`src/rtl/seq_multiplier.sv`:
```
// Signed 8x8 sequential multiplier: magnitude shift-and-add over 8 cycles, then sign fix.
// START accepted in IDLE/DONE_ST; Product/DONE appear 9 cycles after the accepting edge.
module seq_multiplier (
  input  logic        CLOCK,
  input  logic        RESET_N,
  input  logic        START,
  input  logic [7:0]  Multiplicand,
  input  logic [7:0]  Multiplier,
  output logic [15:0] Product,
  output logic        DONE,
  output logic        BUSY
);

  typedef enum logic [1:0] {IDLE, RUN, FIX, DONE_ST} state_t;

  state_t      state, next_state;
  logic [7:0]  m_reg, a_reg, q_reg;
  logic [3:0]  cnt;
  logic        neg;
  logic        accept;
  logic [8:0]  sum;
  logic [15:0] aq;

  function automatic logic [7:0] magnitude(input logic [7:0] x);
    return x[7] ? (~x + 8'd1) : x;
  endfunction

  always_comb begin
    next_state = state;
    accept     = 1'b0;
    case (state)
      IDLE, DONE_ST: begin
        if (START) begin
          accept     = 1'b1;
          next_state = RUN;
        end
      end
      RUN:     if (cnt == 4'd7) next_state = FIX;
      FIX:     next_state = DONE_ST;
      default: next_state = IDLE;
    endcase
  end

  // The carry bit lives only in sum[8]; after the shift it is always zero again.
  assign sum = {1'b0, a_reg} + (q_reg[0] ? {1'b0, m_reg} : 9'd0);
  assign aq  = {a_reg, q_reg};

  always_ff @(posedge CLOCK) begin
    if (!RESET_N) begin
      state   <= IDLE;
      m_reg   <= 8'd0;
      a_reg   <= 8'd0;
      q_reg   <= 8'd0;
      cnt     <= 4'd0;
      neg     <= 1'b0;
      Product <= 16'd0;
    end else begin
      state <= next_state;
      if (accept) begin
        m_reg <= magnitude(Multiplicand);
        q_reg <= magnitude(Multiplier);
        neg   <= Multiplicand[7] ^ Multiplier[7];
        a_reg <= 8'd0;
        cnt   <= 4'd0;
      end else if (state == RUN) begin
        a_reg <= sum[8:1];
        q_reg <= {sum[0], q_reg[7:1]};
        cnt   <= cnt + 4'd1;
      end else if (state == FIX) begin
        // Negating zero yields zero, so no negative-zero case exists.
        Product <= neg ? (~aq + 16'd1) : aq;
      end
    end
  end

  assign DONE = (state == DONE_ST);
  assign BUSY = (state == RUN) || (state == FIX);

endmodule

```
`config.mk`:
```
export PLATFORM = sky130hd
export DESIGN_NAME = seq_multiplier
export DESIGN_NICKNAME = d
export VERILOG_FILES = /design/src/rtl/seq_multiplier.sv
export SDC_FILE = /design/constraint.sdc
export NUM_CORES = 1
export LEC_CHECK = 0
export ABC_AREA = 1
export BUFFER_PORTS_ARGS = -buffer_cell sky130_fd_sc_hd__buf_2
export CAP_MARGIN = 0
export CORE_UTILIZATION = 53
export CTS_CLUSTER_DIAMETER = 60
export DETAILED_ROUTE_END_ITERATION = 8
export GPL_TIMING_DRIVEN = 0
export PLACE_DENSITY = 0.77
export SYNTH_ARGS = -nofsm -noshare
export SYNTH_HDL_FRONTEND = slang
export SYNTH_SLANG_ARGS = --single-unit
```
`constraint.sdc`:
```
create_clock -name CLOCK -period 1.8 [get_ports CLOCK]
set_input_delay 0.36 -clock CLOCK [delete_from_list [all_inputs] [get_ports CLOCK]]
set_output_delay 0.36 -clock CLOCK [all_outputs]
set_load 0.005 [all_outputs]
```
==> out/qor.csv <==
stage,metric,value,unit
grt,track_usage,24.3,%
detailed_routing,postRouteAntennaNets,0,
clock_network,cts-root-buf,clkbuf_8,
cells_and_area,syn_to_final_growth,15.6,%
clock_network,cts.path.max_buffers,2,
clock_network,cts.clk_slew.worst_paths,0.09,ns
logic_synthesis,netlist_instances,441,
worst_setup_path,critPathArrivalTime,1.93,ns
pwr,ir_worst_vdd,0.000708,V
clock_network,clk-insertion-delay-late,0.31,ns
run_status,status,"complete, no violations",
sta,rsz0062_at_grt,yes,
detailed_routing,dr_total_vias,2847,
die,core,5240,um2
logic_synthesis,synthArstFlopShare,0,%
run,maxCapViolCount,0,
sta,fmax,579,MHz
detailed_routing,drc,0,
cells_and_area,n_antenna_cell,0,
pwr,power_frac_clock,16.4,%
detailed_routing,firstDrtPassIters,5,
logic_synthesis,synth_nets,477,
logic_synthesis,yosysUniqueCellTypes,40,
die,dieArea,5890,um2
clock_network,cts_buffers,5,
placed_design,portBuffers,34,
sta,hold_viol_final,0,
logic_synthesis,synth_area_leaders,"dfxtp_1 (32%), nand2_1 (12%), inv_1 (8.0%)",
cells_and_area,finish.utilization,65.4,%
cells_and_area,drive_gt1_share,19.8,%
worst_setup_path,cp_cell_sequence,buf_6 -> nand2_1 -> inv_1 -> ha_2 -> a21oi_2 -> nand2_1 -> buf_4 -> xor2_1 -> o21ai_0 -> inv_1,
worst_setup_path,slowest_delay,0.33,ns
grt,grt.overflow.total,0,
logic_synthesis,ys_seq_elements,47,
placed_design,hpwl,5.02,mm
detailed_routing,wl_per_cell,11.6,um
worst_hold_path,hold_depth,3,
sta,relSlewSlack,63.7,%
worst_setup_path,regToRegSetupSlack,0.07,ns
detailed_routing,drt-initial-drc-count,159,
sta,finalSetupTns,0,ns
clock_network,htreeDepth,2,
clock_network,cts.sinks,47,
pwr,p_leak,1.75,nW
pwr,finalPower,4.76,mW
detailed_routing,vias_per_cell,5.13,
worst_setup_path,required,2.00,ns
pwr,seq_power_share,34.8,%
sta,finClkSkew,0.0118,ns
logic_synthesis,netlist_area,2960,um2
logic_synthesis,synthFlopType,dfxtp_1,
logic_synthesis,synth_most_common_cell,nand2_1,
worst_setup_path,crit_type,reg2reg,
worst_setup_path,reg2reg_depth,10,
worst_setup_path,start_kind,flip-flop,
sta,fin_crit,1.73,ns
clock_network,ctsHoldBuffers,0,
die,die_h,76.8,um
grt,grt_pass1_vias,2674,
sta,setup_viol,0,
logic_synthesis,yosysTopAreaCell,dfxtp_1,
cells_and_area,fillers,493,
pwr,p_per_area,1390,nW/um2
die,num_rows,26,
detailed_routing,wl,6.45,mm
sta,whs,0.322,ns
logic_synthesis,synth-seq-area-share,31.8,%
placed_design,gp_congestion,0.874,
cells_and_area,largest_register,Product,
logic_synthesis,synth_top_area_share,31.8,%
sta,timing.final.ws_setup,0.0722,ns
clock_network,cts_tree,built,
worst_hold_path,min_path_type,in2reg,
cells_and_area,largest_reg_flops,16,
pwr,netSwitchingPower,2.08,mW
placed_design,post-place-ws,-0.0596,ns
worst_setup_path,critPathMaxFanout,9,
worst_setup_path,cp_slowest_cell,dfxtp_2,
worst_setup_path,cp-end-kind,flip-flop,
pwr,p_int,2.68,mW
die,ios,37,
die,start_util,56.6,%
logic_synthesis,yosys_warnings,0,
sta,drv_slew,0,
sta,fin_crit_sh,96.0,%
logic_synthesis,synth_edf_count,0,
sta,worst_pin_slew,0.544,ns
cells_and_area,layout.nets,520,
pwr,comb_power_share,48.8,%
grt,grt_pass1_wl,11.6,mm
die,dieWidth,76.8,um
logic_synthesis,avgSynthCellArea,6.72,um2
grt,grt_antenna_before_repair,0,
pwr,swShare,43.7,%
grt,grt_start_max_net_pins,16,
logic_synthesis,ys_top_cells_by_count,"nand2_1 (96), inv_1 (63), dfxtp_1 (47)",
[path summary, 6_finish.rpt]
check,startpoint,endpoint
hold reg to reg,m_reg[4],m_reg[4]
setup / recovery,q_reg[0],a_reg[2]
setup reg to reg,q_reg[0],a_reg[2]
hold / removal,RESET_N,Product[10]
[cells in the final DEF (no fill, tap or decap), drive strengths merged]
master and instances:
a211oi 2, a21boi 1, a21oi 37, a32o 1
and2 1, and3 1, buf 45, bufinv 1
clkbuf 10, clkinv 3, dfxtp 47, fa 1
ha 16, inv 69, nand2 102, nand3 32
nand4 4, nor2 47, nor3 5, nor3b 1
o211ai 3, o21a 1, o21ai 39, o21bai 1
o221ai 2, o22ai 2, o31ai 1, xnor2 2
xor2 8
[metal layers]
metal	GRT usage, %	wire length (um)	vias to the layer above
li1	-	-	1507
met3	5.48	361	4
met4	6.73	43	0
met5	0	0	-
met2	41.0	3020	71
met1	30.8	3020	1265
[stage by stage]
step           instances  area (um2)
2_1_floorplan        441        2960
3_3_place_gp         545        3220
3_5_place_dp         545        3220
4_1_cts              554        3350
5_1_grt              555        3430
6_report             555        3430
[worst max-delay path: cells and delay by family, from the launching register on]
| family | cells | cell delay [ns] |
|---|---|---|
| buffers and inverters | 4 | 0.40 |
| DFF | 1 | 0.33 |
| AOI/OAI and AO/OA | 2 | 0.30 |
| adders and majority gates | 1 | 0.30 |
| and+or+nand+nor | 2 | 0.18 |
| xor gates and xnor gates | 1 | 0.13 |
[power by group through the flow]
stage	clock, mW	sequential (mW)	combinational, mW
final	0.781	1.66	2.33
after global routing	0.843	1.70	2.68
after CTS	0.796	1.65	2.27
after detailed placement	0	1.67	2.25
after global placement	0	1.66	2.20
after floorplan	0	1.63	1.70
[layout make-up]
cell class,instances,area [um2],area share [%]
Multi-Input combinational cell,310,1740,50.8
Sequential cell,47,943,27.5
Inverter,70,268,7.82
Timing Repair Buffer,36,185,5.41
Buffer,14,87.6,2.56
Tap cell,70,87.6,2.56
Clock buffer,5,68.8,2.01
Clock inverter,3,43.8,1.28
[repair_timing]
item / CTS / global route
resized for setup: 2 / 20
setup buffers: 1 / 1
setup endpoints to repair: 1 / 16
pin swaps: 1 / 5
[kinds of logic after synthesis]
family | share of synthesized area [%]
simple gates | 28.9
compound gates | 16.9
buf+inv | 12.0
flops | 31.8
fa+ha+maj | 7.43
xor+xnor | 2.96
Power figures use the tool's default switching activity.
